$ cat src/rtl/des_pkg.sv
// Shared DES key-schedule constants, types and helpers (PC-1/PC-2 tables, shift schedules).
package des_pkg;

  typedef logic [47:0] des_subkey_t;

  typedef enum logic {
    IDLE   = 1'b0,
    ACTIVE = 1'b1
  } ks_state_e;

  // Table entries use DES bit numbering: bit 1 is the MSB of the source vector.
  localparam int unsigned PC1_TABLE [56] = '{
    57, 49, 41, 33, 25, 17,  9,  1, 58, 50, 42, 34, 26, 18,
    10,  2, 59, 51, 43, 35, 27, 19, 11,  3, 60, 52, 44, 36,
    63, 55, 47, 39, 31, 23, 15,  7, 62, 54, 46, 38, 30, 22,
    14,  6, 61, 53, 45, 37, 29, 21, 13,  5, 28, 20, 12,  4
  };

  localparam int unsigned PC2_TABLE [48] = '{
    14, 17, 11, 24,  1,  5,  3, 28, 15,  6, 21, 10,
    23, 19, 12,  4, 26,  8, 16,  7, 27, 20, 13,  2,
    41, 52, 31, 37, 47, 55, 30, 40, 51, 45, 33, 48,
    44, 49, 39, 56, 34, 53, 46, 42, 50, 36, 29, 32
  };

  localparam int unsigned SHIFT_ENC [16] = '{1, 1, 2, 2, 2, 2, 2, 2, 1, 2, 2, 2, 2, 2, 2, 1};
  localparam int unsigned SHIFT_DEC [16] = '{0, 1, 2, 2, 2, 2, 2, 2, 1, 2, 2, 2, 2, 2, 2, 1};

  function automatic logic [55:0] pc1(input logic [63:0] k);
    logic [55:0] r;
    r = '0;
    for (int unsigned i = 0; i < 56; i++) begin
      r[6'(55 - i)] = k[6'(64 - PC1_TABLE[i])];
    end
    return r;
  endfunction

  function automatic logic [27:0] rotl28(input logic [27:0] x, input int unsigned n);
    return (x << n) | (x >> (28 - n));
  endfunction

  function automatic logic [27:0] rotr28(input logic [27:0] x, input int unsigned n);
    return (x >> n) | (x << (28 - n));
  endfunction

  function automatic logic key_parity_ok(input logic [63:0] k);
    logic        ok;
    logic [63:0] t;
    ok = 1'b1;
    t  = k;
    for (int unsigned b = 0; b < 8; b++) begin
      ok = ok & (^t[7:0]);
      t  = t >> 8;
    end
    return ok;
  endfunction

endpackage

$ cat src/rtl/des_key_schedule_if.sv
// Subkey delivery channel: valid/ready stream of 48-bit round subkeys with their delivery index.
interface des_key_schedule_if;
  import des_pkg::*;

  des_subkey_t subkey;
  logic        subkey_valid;
  logic        subkey_ready;
  logic [3:0]  round_idx;

  modport master (output subkey, output subkey_valid, output round_idx, input subkey_ready);
  modport slave  (input subkey, input subkey_valid, input round_idx, output subkey_ready);
endinterface

$ cat src/rtl/des_pc2.sv
// Combinational DES PC-2 permutation: {C,D} (56 bits) -> 48-bit round subkey.
module des_pc2
  import des_pkg::*;
(
  input  logic [55:0] cd,
  output des_subkey_t subkey
);

  always_comb begin
    subkey = '0;
    for (int unsigned i = 0; i < 48; i++) begin
      subkey[6'(47 - i)] = cd[6'(56 - PC2_TABLE[i])];
    end
  end

endmodule

$ cat src/rtl/des_key_schedule.sv
// DES round-subkey generator: PC-1, per-round C/D rotation and PC-2, one subkey per handshake.
// Optional key parity check enabled by defining DES_KEY_PARITY_CHECK_EN.
module des_key_schedule
  import des_pkg::*;
(
  input  logic                       clk,
  input  logic                       rst,
  input  logic                       load,
  input  logic [63:0]                key,
  input  logic                       encrypt,
  des_key_schedule_if.master         ks,
  output logic                       busy,
  output logic                       done,
  output logic                       parity_err
);

  ks_state_e   state_q, state_d;
  logic [27:0] c_q, c_d, d_q, d_d;
  logic [3:0]  idx_q, idx_d, idx_inc;
  logic        enc_q, enc_d;
  logic        done_q, done_d;
  logic        key_ok;
  logic        hs;
  logic [55:0] cd_load;

`ifdef DES_KEY_PARITY_CHECK_EN
  logic perr_q;

  assign key_ok = key_parity_ok(key);

  always_ff @(posedge clk or posedge rst) begin
    if (rst)       perr_q <= 1'b0;
    else if (load) perr_q <= ~key_ok;
  end

  assign parity_err = perr_q;
`else
  assign key_ok     = 1'b1;
  assign parity_err = 1'b0;
`endif

  always_ff @(posedge clk or posedge rst) begin
    if (rst) state_q <= IDLE;
    else     state_q <= state_d;
  end

  always_ff @(posedge clk or posedge rst) begin
    if (rst) begin
      c_q    <= '0;
      d_q    <= '0;
      idx_q  <= '0;
      enc_q  <= 1'b0;
      done_q <= 1'b0;
    end else begin
      c_q    <= c_d;
      d_q    <= d_d;
      idx_q  <= idx_d;
      enc_q  <= enc_d;
      done_q <= done_d;
    end
  end

  // load outranks a same-cycle handshake; decrypt walks C/D backwards since C16 == C0.
  always_comb begin
    state_d = state_q;
    c_d     = c_q;
    d_d     = d_q;
    idx_d   = idx_q;
    enc_d   = enc_q;
    done_d  = 1'b0;
    cd_load = pc1(key);
    idx_inc = idx_q + 4'd1;
    hs      = (state_q == ACTIVE) && ks.subkey_ready;

    if (load) begin
      if (key_ok) begin
        state_d = ACTIVE;
        enc_d   = encrypt;
        idx_d   = '0;
        if (encrypt) begin
          c_d = rotl28(cd_load[55:28], SHIFT_ENC[0]);
          d_d = rotl28(cd_load[27:0],  SHIFT_ENC[0]);
        end else begin
          c_d = rotr28(cd_load[55:28], SHIFT_DEC[0]);
          d_d = rotr28(cd_load[27:0],  SHIFT_DEC[0]);
        end
      end else begin
        state_d = IDLE;
      end
    end else if (hs) begin
      if (idx_q == 4'd15) begin
        state_d = IDLE;
        done_d  = 1'b1;
      end else begin
        idx_d = idx_inc;
        if (enc_q) begin
          c_d = rotl28(c_q, SHIFT_ENC[idx_inc]);
          d_d = rotl28(d_q, SHIFT_ENC[idx_inc]);
        end else begin
          c_d = rotr28(c_q, SHIFT_DEC[idx_inc]);
          d_d = rotr28(d_q, SHIFT_DEC[idx_inc]);
        end
      end
    end
  end

  des_pc2 u_pc2 (
    .cd     ({c_q, d_q}),
    .subkey (ks.subkey)
  );

  assign ks.subkey_valid = (state_q == ACTIVE);
  assign ks.round_idx    = idx_q;
  assign busy            = (state_q == ACTIVE);
  assign done            = done_q;

endmodule

$ cat src/flat_wrapper.sv
// flat-port wrapper written by rule: the top's interface ports become plain ports
module des_key_schedule_flat import des_pkg::*;
  (clk, rst, load, key, encrypt, busy, done, parity_err, ks_subkey, ks_subkey_valid, ks_round_idx, ks_subkey_ready);
  des_key_schedule_if ks_i ();
  input  logic clk;
  input  logic rst;
  input  logic load;
  input  logic [63:0] key;
  input  logic encrypt;
  output logic busy;
  output logic done;
  output logic parity_err;
  output wire logic [$bits(ks_i.subkey)-1:0] ks_subkey;
  output wire logic [$bits(ks_i.subkey_valid)-1:0] ks_subkey_valid;
  output wire logic [$bits(ks_i.round_idx)-1:0] ks_round_idx;
  input wire logic [$bits(ks_i.subkey_ready)-1:0] ks_subkey_ready;
  assign ks_subkey = ks_i.subkey;
  assign ks_subkey_valid = ks_i.subkey_valid;
  assign ks_round_idx = ks_i.round_idx;
  assign ks_i.subkey_ready = ks_subkey_ready;
  des_key_schedule u_core (.clk(clk), .rst(rst), .load(load), .key(key), .encrypt(encrypt), .ks(ks_i), .busy(busy), .done(done), .parity_err(parity_err));
endmodule
$ cat config.mk
export PLATFORM = sky130hd
export DESIGN_NAME = des_key_schedule_flat
export DESIGN_NICKNAME = d
export VERILOG_FILES = /design/src/rtl/des_pkg.sv /design/src/rtl/des_key_schedule_if.sv /design/src/rtl/des_pc2.sv /design/src/rtl/des_key_schedule.sv /design/src/flat_wrapper.sv
export SDC_FILE = /design/constraint.sdc
export NUM_CORES = 1
export LEC_CHECK = 0
export ABC_AREA = 1
export BUFFER_PORTS_ARGS = -buffer_cell sky130_fd_sc_hd__buf_4
export CORE_UTILIZATION = 25
export CTS_CLUSTER_DIAMETER = 80
export CTS_CLUSTER_SIZE = 28
export DETAILED_ROUTE_END_ITERATION = 12
export PLACE_DENSITY = 0.52
export SLEW_MARGIN = 5
export SYNTH_ARGS = -nofsm -noshare
export SYNTH_HDL_FRONTEND = slang
export SYNTH_SLANG_ARGS = --single-unit
$ cat constraint.sdc
create_clock -name clk -period 2.19 [get_ports clk]
set_input_delay 0.438 -clock clk [delete_from_list [all_inputs] [get_ports clk]]
set_output_delay 0.438 -clock clk [all_outputs]
set_load 0.02 [all_outputs]
# Word-level counts from Yosys, hierarchy flattened
# Memories as Yosys holds them, arrays and structs flattened.
# Cells that the tools add are included.
# Widths: inputs -> output; s select.
dict set report totals {
  output_inout_bits 56
  memories 2
  ff_bits 63
  rom_bits 1024
  input_bits 69
}
dict set report classes {
  muxes 23
  n_lt_le_gt_ge 1
  n_eq_ne 2
  reduce_logical 5
  shift 8
  bitwise_logic 7
  add_sub_neg 3
}
# memory words width rd rd_ports_with_merged_regs wr line_no
set mem_list {}
lappend mem_list {{(name not given)} 16 32 1 0 0 des_key_schedule.sv:100} ;# c_d = rotr28(c_q, SHIFT_DEC[idx_inc]);
lappend mem_list {{(name not given)} 16 32 1 0 0 des_key_schedule.sv:97} ;# c_d = rotl28(c_q, SHIFT_ENC[idx_inc]);
# op n
set ops {}
lappend ops {{$mux 28} 10}
lappend ops {{$mux 32} 4}
lappend ops {{$shl 28x32->28} 4}
lappend ops {{$shr 28x32->28} 4}
lappend ops {{$or 28x28->28} 4}
lappend ops {{$sub 5x32->32 const A} 2}
lappend ops {{$or 28x1->28} 2}
lappend ops {{$mux 4} 3}
lappend ops {{$mux 1} 6}
lappend ops {{$ge 5x5->1 const B} 1}
lappend ops {{$not 4->5} 1}
lappend ops {{$add 4x1->4 const B} 1}
lappend ops {{$eq 4x4->1 const B} 1}
lappend ops {{$reduce_and 2->1} 2}
lappend ops {{$reduce_bool 2->1} 2}
lappend ops {{$ne 2x2->1 const B} 1}
lappend ops {{$logic_and 1x1->1} 1}

# Longest topological paths before layout
# Gate-level depths: netlist of the first run.
dict set report logic_depth {
  depth_word 12
  depth_mapped 17
  depth_no_buf 16
}

# By module
# From an unflattened synthesis of the first run, not the netlist that was laid out.
dict set report hier_totals {
  hier_cells 1275
  hier_area_um2 7349.5
}
# module n_inst cells_per_inst seq_area_each_um2 area_per_inst_um2
set modules_own_cells {}
lappend modules_own_cells {des_key_schedule 1 1227 1576.5 6989.2}
lappend modules_own_cells {des_pc2 1 48 0.0 360.3}

# Worst setup path after synthesis of the first run
# OpenSTA, ideal clock, no wires.
dict set report synth_timing {
  kind {register to register}
  start {register u_core.idx_q[0] (netlist: u_core.ks.round_idx[0])}
  end {register u_core.c_q[3]}
  n_path_buf 2
  synth_period_minus_slack_ns 2.594
  arrival_time_ns 2.522
  slack_ns -0.404
  path_stages_with_launch 17
  required_ns 2.119
  cell_sequence {dfrtp_1 -> inv_1 -> ha_1 -> inv_1 -> nand2_4 -> nand2_8 -> nand2_4 -> buf_12 -> buf_6 -> ha_1 -> nor2_1 -> a21oi_1 -> nand2_1 -> nand2_1 -> nor2_1 -> nor2_1 -> nor2_1}
}
dict set report synth_between {
  elab_chain_len 12
  elab_cells_between_ends 23
  classes_between {add/sub: 3; eq/ne: 2; shift: 4; mux: 8; bitwise: 3; reduce/logical: 1; memory: 2}
}
# item line_no
set synth_rtl {}
lappend synth_rtl {{start, declared} des_key_schedule.sv:19} ;# logic [3:0] idx_q, idx_d, idx_inc;
lappend synth_rtl {{start signal, assigned} des_key_schedule.sv:57} ;# idx_q <= idx_d;
lappend synth_rtl {{$add 4x1->4} des_key_schedule.sv:72} ;# idx_inc = idx_q + 4'd1;
lappend synth_rtl {{$not 4->5 (not written as such)} {des_key_schedule.sv:97, des_key_schedule.sv:100}}
lappend synth_rtl {{$mem_v2 16x32 (on tied branches)} n/a}
lappend synth_rtl {{$mux 32 (on tied branches)} {des_key_schedule.sv:100, des_key_schedule.sv:97}}
lappend synth_rtl {{$mux 32 (on tied branches)} n/a}
lappend synth_rtl {{$sub 5x32->32 (on tied branches)} n/a}
lappend synth_rtl {{$shl 28x32->28 / $shr 28x32->28 (equally long branches)} {des_pkg.sv:43, des_pkg.sv:39}}
lappend synth_rtl {{$or 28x28->28 (on tied branches)} {des_pkg.sv:43, des_pkg.sv:39}}
lappend synth_rtl {{$mux 28} des_key_schedule.sv:96} ;# if (enc_q) begin
lappend synth_rtl {{$mux 28} des_key_schedule.sv:91} ;# if (idx_q == 4'd15) begin
lappend synth_rtl {{$mux 28} des_key_schedule.sv:90} ;# end else if (hs) begin
lappend synth_rtl {{$mux 28} des_key_schedule.sv:75} ;# if (load) begin
lappend synth_rtl {{end signal, assigned} des_key_schedule.sv:49} ;# c_q <= '0;
lappend synth_rtl {{end signal, assigned} des_key_schedule.sv:55} ;# c_q <= c_d;
lappend synth_rtl {{end, declared} des_key_schedule.sv:18} ;# logic [27:0] c_q, c_d, d_q, d_d;
# Parallel ways exist; a longest one is shown, timed or not. The select of a mux whose other input is x is not followed.
# A chain may end at the register's enable or synchronous reset.

# Worst setup path in the final report of the first run
dict set report layout_timing {
  start {register u_core.idx_q[0] (netlist: u_core.ks.round_idx[0])}
  end {register u_core.c_q[1]}
}
# The elaborated chain is that of the path after synthesis.

==> results of run 1 <==
==> Yosys cell counts (all sizes together) (2+ instances only) <==
library cell	number	area share
nand3	182	0.12
a21oi	63	0.043
ha	7	0.012
clkbuf	31	0.015
buf	99	0.10
o22ai	13	0.011
nand2	428	0.23
nor2	139	0.073
nand4	8	0.0066
o211ai	25	0.025
inv	105	0.052
dfrtp	63	0.21
o21ai	136	0.091
or2	2	0.0017
==> stage by stage <==
step                      TNS [ns]  hold slack [ns]
final                            0            0.122
after global routing        -0.461            0.180
after CTS                        0            0.152
after detailed placement    -0.372            0.536
after global placement      -0.218            0.538
after floorplan            -0.0996            0.510
==> final cells by class <==
class | instances | share of cell area
clock buffers | 12 | 0.0277
clock inverters | 3 | 0.00675
inverters | 106 | 0.0421
multi-input cells | 1009 | 0.515
flip-flops and latches | 63 | 0.164
well taps | 390 | 0.0507
repair buffers | 203 | 0.194
==> report_power, final <==
part	total, mW	switching (mW)	internal [mW]	leakage (nW)
clock	1.71	0.627	1.08	0.165
sequential	1.76	0.378	1.38	0.743
combinational	4.33	2.61	1.72	3.78
==> flip-flops by register name (all words and copies together) (netlist names) <==
| register | flops |
|---|---|
| u_core.c_q | 28 |
| u_core.d_q | 28 |
| u_core.ks.round_idx | 4 |
| u_core.busy | 1 |
| u_core.done | 1 |
| u_core.enc_q | 1 |
==> what timing repair did <==
action                     in CTS  in global routing
setup endpoints to repair      21                 56
hold endpoints to repair        0                  0
resized for setup               3                 78
cloned                          0                  2
pin swaps                       1                 25
setup buffers                   4                  9
==> kinds of logic (layout without fill, tap and decap cells) <==
family / Yosys count / after routing / synth area share
and+or+nand+nor: 760 / 760 / 0.435
AOI/OAI and AO/OA: 241 / 241 / 0.174
buffers and inverters: 236 / 324 / 0.170
DFF: 63 / 63 / 0.209
adders and majority gates: 7 / 7 / 0.0116
other: 1 / 1 / 0.000498
==> worst max path at each step <==
stage / slack [ns] / cells after the start / from / end
2_1_floorplan: -0.03 / 17 / u_core.ks.round_idx[1]$_DFFE_PP0P_ / u_core.d_q[3]$_DFFE_PP0P_
3_3_place_gp: -0.08 / 14 / u_core.ks.round_idx[1]$_DFFE_PP0P_ / u_core.c_q[3]$_DFFE_PP0P_
3_5_place_dp: -0.10 / 14 / u_core.ks.round_idx[1]$_DFFE_PP0P_ / u_core.c_q[3]$_DFFE_PP0P_
4_1_cts: 0.0009 / 13 / u_core.ks.round_idx[1]$_DFFE_PP0P_ / u_core.d_q[25]$_DFFE_PP0P_
5_1_grt: -0.07 / 15 / u_core.ks.round_idx[1]$_DFFE_PP0P_ / u_core.d_q[3]$_DFFE_PP0P_
6_report: 0.05 / 15 / u_core.ks.round_idx[0]$_DFFE_PP0P_ / u_core.c_q[1]$_DFFE_PP0P_
==> layer usage <==
layer  global-route usage  wire [um]  up-vias
met5                    0          0        -
met4               0.0609        730        0
met3               0.0236       1880       46
met2                0.318      14200      328
met1                0.267      13800     4134
li1                     -          -     4376
==> flow_summary.ini, run 1 <==
[die]
rows = 63
start_util = 0.254
io-pin-count = 125
fp.dieH_um = 176
die_w_um = 176
die_area_sq_um = 30800
core-area_sq_um = 29600

[clock_tree]
htreeDepth = 3
cts_tree = done
clkTransAtPathRegs_ns = 0.07
cts.sinks = 63
root_buffer = clkbuf_16
cts_buffers = 9
clk_latency_ns = 0.36
ctsHoldBuffers = 0
clockBufferDepth = 2

[run]
drv_cap = 0

[finish]
nFillCells = 3374
fin_util = 0.325
multi_input_area_sq_um = 4960
fin_cells = 1786
final_area_sq_um = 9630
fin_nets = 1468
num_antenna_cells = 0
drive_gt1_frac = 0.223
seqCellArea_sq_um = 1580
final_cell_mix = 392 x nand2_1, 170 x nand3_1, 167 x buf_4
area_growth_pct = 27.8
final_common_cell = nand2_1

[timing]
slew_violations = 0
fmax_ghz = 0.468
finalClockSkew_ns = 0.0183
setup_viol = 0
post-route-min-period_ns = 2.14
layout_setup_ws_ns = 0.0547
slew_headroom = 0.636
min_period_over_period = 0.975
worst_pin_slew_ns = 0.545
rsz0062_at_grt = true
hold_viol = 0

[routing]
vias = 8884
routedWlPerCell_um = 17.1
via_per_inst = 4.97
route.detailed.drc = 0
drt_iter0_markers = 608
first_pass_iters = 5
ant_nets = 0
routed_wl_mm = 30.6

[place]
io_buffers = 115
hpwl_mm = 22.2
dp.cells = 1757
place_ws_ns = -0.102
gp_congestion = 0.894
placed_cell_area_sq_um = 8860

[worst_setup_path]
worstSetupPathType = reg -> reg
r2r_slack_ns = 0.05
path_cells = ha_4, inv_4, nand2_4, nand3_2, nand2_2, nand2_4, nand2_8, ha_4, nor2_2, inv_1, a21oi_1, nand2_1, nand3_1, nand2_1, a21oi_2
cp-end-kind = flip-flop
crit_buf_inv = 2
cpMaxStageDelayCell = dfrtp_2
crit_family = simple AND/OR/NAND/NOR gates
required_ns = 2.47
r2r-start = u_core.ks.round_idx[0]$_DFFE_PP0P_
cp-start-kind = flip-flop
worstRegToRegCells = 15
crit_fanout = 8
cpPeakStageDelay_ns = 0.45
regToRegEndpoint = u_core.c_q[1]$_DFFE_PP0P_
cp.arrival_ns = 2.41

[global_route]
grt_pass1_vias = 8236
grt_pass1_wl_mm = 46.6
grt_max_degree = 52
antenna_found_initial = 0
grtUsageTotal = 0.195
overflow = 0

[min_path]
hold_path_class = in -> async

[yosys]
netlist_area_sq_um = 7530
ys_types = 35
ys_seq_elements = 63
synthesis.nets = 1384
synth_ff_type = dfrtp_1
synth_warnings = 0
async_flop_share = 1.00
synth_edf_count = 0
seq_area_frac_synth = 0.209
synth_cells = 1308
synth.avg_cell_area_sq_um = 5.76

[power_and_ir_drop]
ir_worst_vdd_v = 0.000366
power.leakage_nw = 4.69
p_per_area_nw_per_um2 = 809
total_power_mw = 7.80

[run_status]
status = completed
No activity file was read; power rests on OpenSTA's default activity.
==> inputs of run 2 (changes only) <==
--- a/config.mk
+++ b/config.mk
@@ -7,11 +7,12 @@
 export LEC_CHECK = 0
 export ABC_AREA = 1
 export BUFFER_PORTS_ARGS = -buffer_cell sky130_fd_sc_hd__buf_4
-export CORE_UTILIZATION = 25
+export CORE_ASPECT_RATIO = 0.9
+export CORE_UTILIZATION = 35
 export CTS_CLUSTER_DIAMETER = 80
 export CTS_CLUSTER_SIZE = 28
 export DETAILED_ROUTE_END_ITERATION = 12
-export PLACE_DENSITY = 0.52
+export PLACE_DENSITY = 0.65
 export SLEW_MARGIN = 5
 export SYNTH_ARGS = -nofsm -noshare
 export SYNTH_HDL_FRONTEND = slang
==> run 2 against run 1 <==
Via count rose by 0.55%. Register-to-register slack barely moved. Largest cell class unchanged. Largest power group unchanged. Power fell by 3.8%. Sequential power barely moved. Fmax fell by 0.16%. Clock skew fell by 0.014 ns. Global-route usage rose by 5.4 points. Sequential cell count did not move. Critical path type unchanged.
==> flow_summary.ini, run 2 (synthesis results as in run 1) <==
[place]
place_ws_ns = -0.0384
gp_congestion = 0.923
io_buffers = 115
hpwl_mm = 19.3

[worst_setup_path]
crit_fanout = 6
cp.arrival_ns = 2.42
cp-start-kind = flip-flop
worstSetupPathType = reg -> reg
path_cells = ha_4, inv_4, nand2_4, nand3_2, nand2_2, nand2_4, nand2_8, ha_4, nor2_4, a21oi_2, nand2_1, nand2_1, nor2_2, nor2_1, nor2_1
required_ns = 2.47
cpMaxStageDelayCell = dfrtp_2
cp-end-kind = flip-flop
cpPeakStageDelay_ns = 0.47

[die]
fp.dieH_um = 141
die_area_sq_um = 22100
rows = 50
die_w_um = 157
start_util = 0.360
io-pin-count = 125
core-area_sq_um = 21000

[finish]
num_antenna_cells = 0
fin_nets = 1451
fin_util = 0.441
drive_gt1_frac = 0.208
final_cell_mix = 394 x nand2_1, 173 x nand3_1, 160 x buf_4
nFillCells = 2237
area_growth_pct = 22.7
multi_input_area_sq_um = 4920
seqCellArea_sq_um = 1580
final_common_cell = nand2_1

[routing]
first_pass_iters = 6
routed_wl_mm = 27.4
via_per_inst = 5.36
ant_nets = 0
route.detailed.drc = 0
drt_iter0_markers = 857
routedWlPerCell_um = 16.5
vias = 8933

[clock_tree]
root_buffer = clkbuf_16
ctsHoldBuffers = 0
clkTransAtPathRegs_ns = 0.06
cts.sinks = 63
clockBufferDepth = 2
cts_buffers = 9
htreeDepth = 3
clk_latency_ns = 0.35
cts_tree = done

[timing]
min_period_over_period = 0.977
setup_viol = 0
hold_viol = 0
fmax_ghz = 0.468
finalClockSkew_ns = 0.00470
finalHoldWorstSlack_ns = 0.178
rsz0062_at_grt = true
post-route-min-period_ns = 2.14
layout_setup_ws_ns = 0.0512
slew_violations = 0

[global_route]
grtUsageTotal = 0.249
antenna_found_initial = 0
overflow = 0
grt_pass1_vias = 8267
grt_pass1_wl_mm = 43.2
grt_max_degree = 64

[power_and_ir_drop]
power.leakage_nw = 4.54
p_per_area_nw_per_um2 = 812
ir_worst_vdd_v = 0.000351

[run_status]
status = completed

[run]
drv_cap = 0

[min_path]
hold_path_class = in -> async
==> run 2: layer usage <==
layer | share of wire | track usage | wire [um] | up-vias
met5 | 0 | 0 | 0 | -
met4 | 0.032 | 0.0918 | 882 | 0
met3 | 0.096 | 0.0452 | 2620 | 62
met2 | 0.45 | 0.395 | 12300 | 474
met1 | 0.43 | 0.336 | 11700 | 4043
li1 | - | - | - | 4354
==> run 2: layout make-up <==
cell class,count,share of cell area
inverter,106,0.0436
clock inverter,2,0.00379
clock buffer,14,0.0318
tap,286,0.0387
sequential,63,0.171
multi-input combinational,1009,0.532
timing repair buffer,186,0.179
==> run 2: timing repair <==
action / 4_1_cts / 5_1_grt
pin swaps: 2 / 19
resized for setup: 7 / 56
endpoints found under the setup margin: 26 / 54
cloned: 0 / 1
buffers inserted: 3 / 8
==> run 2: power by group <==
group | switching, mW | internal (mW) | total (mW)
logic | 2.53 | 1.61 | 4.14
clock network | 0.580 | 1.04 | 1.62
registers | 0.371 | 1.38 | 1.75
total | 3.48 | 4.02 | 7.50
==> run 2: final timing paths <==
path | end | startpoint | slack (ns) | cells past startpoint
min in group clk | u_core.d_q[11]$_DFFE_PP0P_ | key[11] | 0.35 | 3
worst max-delay path | u_core.c_q[3]$_DFFE_PP0P_ | u_core.ks.round_idx[1]$_DFFE_PP0P_ | 0.05 | 15
worst min register to register | u_core.d_q[15]$_DFFE_PP0P_ | u_core.d_q[15]$_DFFE_PP0P_ | 0.57 | 2
worst min-delay path | u_core.c_q[13]$_DFFE_PP0P_ | rst | 0.18 | 3
worst max register to register | u_core.c_q[3]$_DFFE_PP0P_ | u_core.ks.round_idx[1]$_DFFE_PP0P_ | 0.05 | 15
max in group asynchronous | u_core.ks.round_idx[1]$_DFFE_PP0P_ | rst | 1.70 | 3
==> run 2: metrics by stage <==
stage          area (sq um)  setup TNS [ns]  instances  power [mW]
2_1_floorplan          7630         -0.0996       1308        4.63
3_3_place_gp           8560               0       1639        5.57
3_5_place_dp           8560          -0.177       1639        5.59
4_1_cts                8980       -0.000872       1658        7.28
5_1_grt                9250           -1.04       1666        8.05
6_report               9250               0       1666        7.50
==> run 2: critical path: cells and delay by family (launching register included) <==
family / cells / cell delay [ns]
AO/OA/AOI/OAI: 1 / 0.08
buffers and inverters: 1 / 0.06
AND/OR/NAND/NOR: 11 / 0.97
adder cells (fa/ha/maj): 2 / 0.49
flip-flops: 1 / 0.47
==> inputs of run 3 (changes only) <==
==> constraint.sdc (replaced) <==
create_clock -name clk -period 2.19 [get_ports clk]
set_input_delay 0.438 -clock clk [delete_from_list [all_inputs] [get_ports clk]]
set_output_delay 0.438 -clock clk [all_outputs]
set_load 0.01 [all_outputs]
==> run 3 against run 2 <==
Sequential share of layout area rose by 0.11 points. Highest routed layer unchanged. Sequential cell count unchanged. Sequential power about the same.
==> flow_summary.ini, run 3 (synthesis results as in run 1) <==
[run_status]
status = completed

[global_route]
grtUsageTotal = 0.252
grt_max_degree = 52
grt_use_met3 = 0.0418
global_route.peak_usage_layer = met2
grt_pass1_vias = 8249
overflow = 0
gr-usage-met1 = 0.344
antenna_found_initial = 0
met2_usage = 0.405
grt_pass1_wl_mm = 43.5

[worst_setup_path]
cpMaxStageDelayCell = dfrtp_2
cpPeakStageDelay_ns = 0.45
required_ns = 2.47
crit_buf_inv = 1
worstSetupPathType = reg -> reg
cp.arrival_ns = 2.40
cp_common_cell = nand2_4
crit_family = simple AND/OR/NAND/NOR gates
path_cells = ha_4, inv_4, nand2_4, nand2_4, nand2_4, nand2_8, nand2_8, ha_4, nor2_4, a21oi_2, nand2_1, nand2_1, nor2_2, nor2_1, nor2_1
cp-end-kind = flip-flop
crit_fanout = 7
cp-start-kind = flip-flop

[place]
hpwl_mm = 19.6
placed_cell_area_sq_um = 8600
dp.cells = 1646
place_ws_ns = -0.00461
io_buffers = 115
gp_congestion = 0.923

[timing]
rsz0062_at_grt = true
finalClockSkew_ns = 0.0124
slew_violations = 0
layout_setup_ws_ns = 0.0725
post-route-min-period_ns = 2.12
finalHoldWorstSlack_ns = 0.140
min_period_over_period = 0.967
worst_pin_slew_ns = 0.554
tns_ns = 0
slew_headroom = 0.630
hold_viol = 0
setup_viol = 0
fmax_ghz = 0.472

[routing]
drt_iter0_markers = 834
ant_nets = 0
route.detailed.drc = 0
via_per_inst = 5.35
routed_wl_mm = 27.6
first_pass_iters = 6
vias = 8950
routedWlPerCell_um = 16.5

[finish]
final_area_sq_um = 9190
fin_cells = 1672
fin_nets = 1459
area_growth_pct = 22.0
final_common_cell = nand2_1
num_antenna_cells = 0
final_cell_mix = 392 x nand2_1, 175 x nand3_1, 173 x buf_4
fin_util = 0.439
drive_gt1_frac = 0.207

[die]
fp.dieH_um = 141
start_util = 0.360
io-pin-count = 125
die_w_um = 157
core-area_sq_um = 21000
rows = 50
die_area_sq_um = 22100

[power_and_ir_drop]
total_power_mw = 7.11
internal_power_mw = 3.80
ir_worst_vdd_v = 0.000293
switching_share = 0.465
comb_power_share = 0.558
power_frac_clock = 0.195
power.switching_mw = 3.30
power.leakage_nw = 4.54
power_frac_seq = 0.247
p_per_area_nw_per_um2 = 773

[clock_tree]
clk_latency_ns = 0.35
root_buffer = clkbuf_16
clockBufferDepth = 2
cts.sinks = 63
htreeDepth = 3
cts_tree = done
clkTransAtPathRegs_ns = 0.06
cts_buffers = 9

[min_path]
hold_path_class = in -> async

[run]
drv_cap = 0
## run 3: changes by cell type in the layout (fill, tap and decap cells not counted), sizes merged
cell    delta
clkbuf     -1
buf        +8
bufinv     -1
## run 3: timing repair
item                                    in CTS  in global routing
hold buffers                                 0                  0
gates resized for setup                      2                 55
pin swaps                                    1                 20
endpoints found under the setup margin       5                 49
setup buffers                                2                 10
gates cloned                                 0                  1
## run 3: final timing paths
check	cells past startpoint	from	slack (ns)	endpoint
min in group clk	3	key[41]	0.34	u_core.d_q[22]$_DFFE_PP0P_
hold / removal	2	rst	0.14	u_core.c_q[14]$_DFFE_PP0P_
hold reg to reg	2	u_core.d_q[15]$_DFFE_PP0P_	0.58	u_core.d_q[15]$_DFFE_PP0P_
setup / recovery	15	u_core.ks.round_idx[0]$_DFFE_PP0P_	0.07	u_core.c_q[3]$_DFFE_PP0P_
setup reg to reg	15	u_core.ks.round_idx[0]$_DFFE_PP0P_	0.07	u_core.c_q[3]$_DFFE_PP0P_
max in group asynchronous	3	rst	1.39	u_core.ks.round_idx[1]$_DFFE_PP0P_
## run 3: power by group through the flow
| stage | Combinational, mW | Clock, mW | Sequential, mW |
|---|---|---|---|
| 6_report | 3.97 | 1.38 | 1.76 |
| 5_1_grt | 4.40 | 1.45 | 1.79 |
| 4_1_cts | 3.75 | 1.40 | 1.74 |
| 3_5_place_dp | 3.72 | 0 | 1.76 |
| 3_3_place_gp | 3.69 | 0 | 1.76 |
| 2_1_floorplan | 2.85 | 0 | 1.62 |
## run 3: area by class of cell
type | instances | area, sq um
repair buffers | 194 | 1680
inverters | 106 | 405
clock buffers | 13 | 260
clock inverters | 1 | 5.00
fillers | 2299 | 11800
flip-flops and latches | 63 | 1580
multi-input cells | 1009 | 4900
well taps | 286 | 358
## run 3: layer usage
layer	up-vias	wire (um)
met5	-	0
met4	0	592
met3	57	2080
met2	404	12400
met1	4117	12600
li1	4372	-
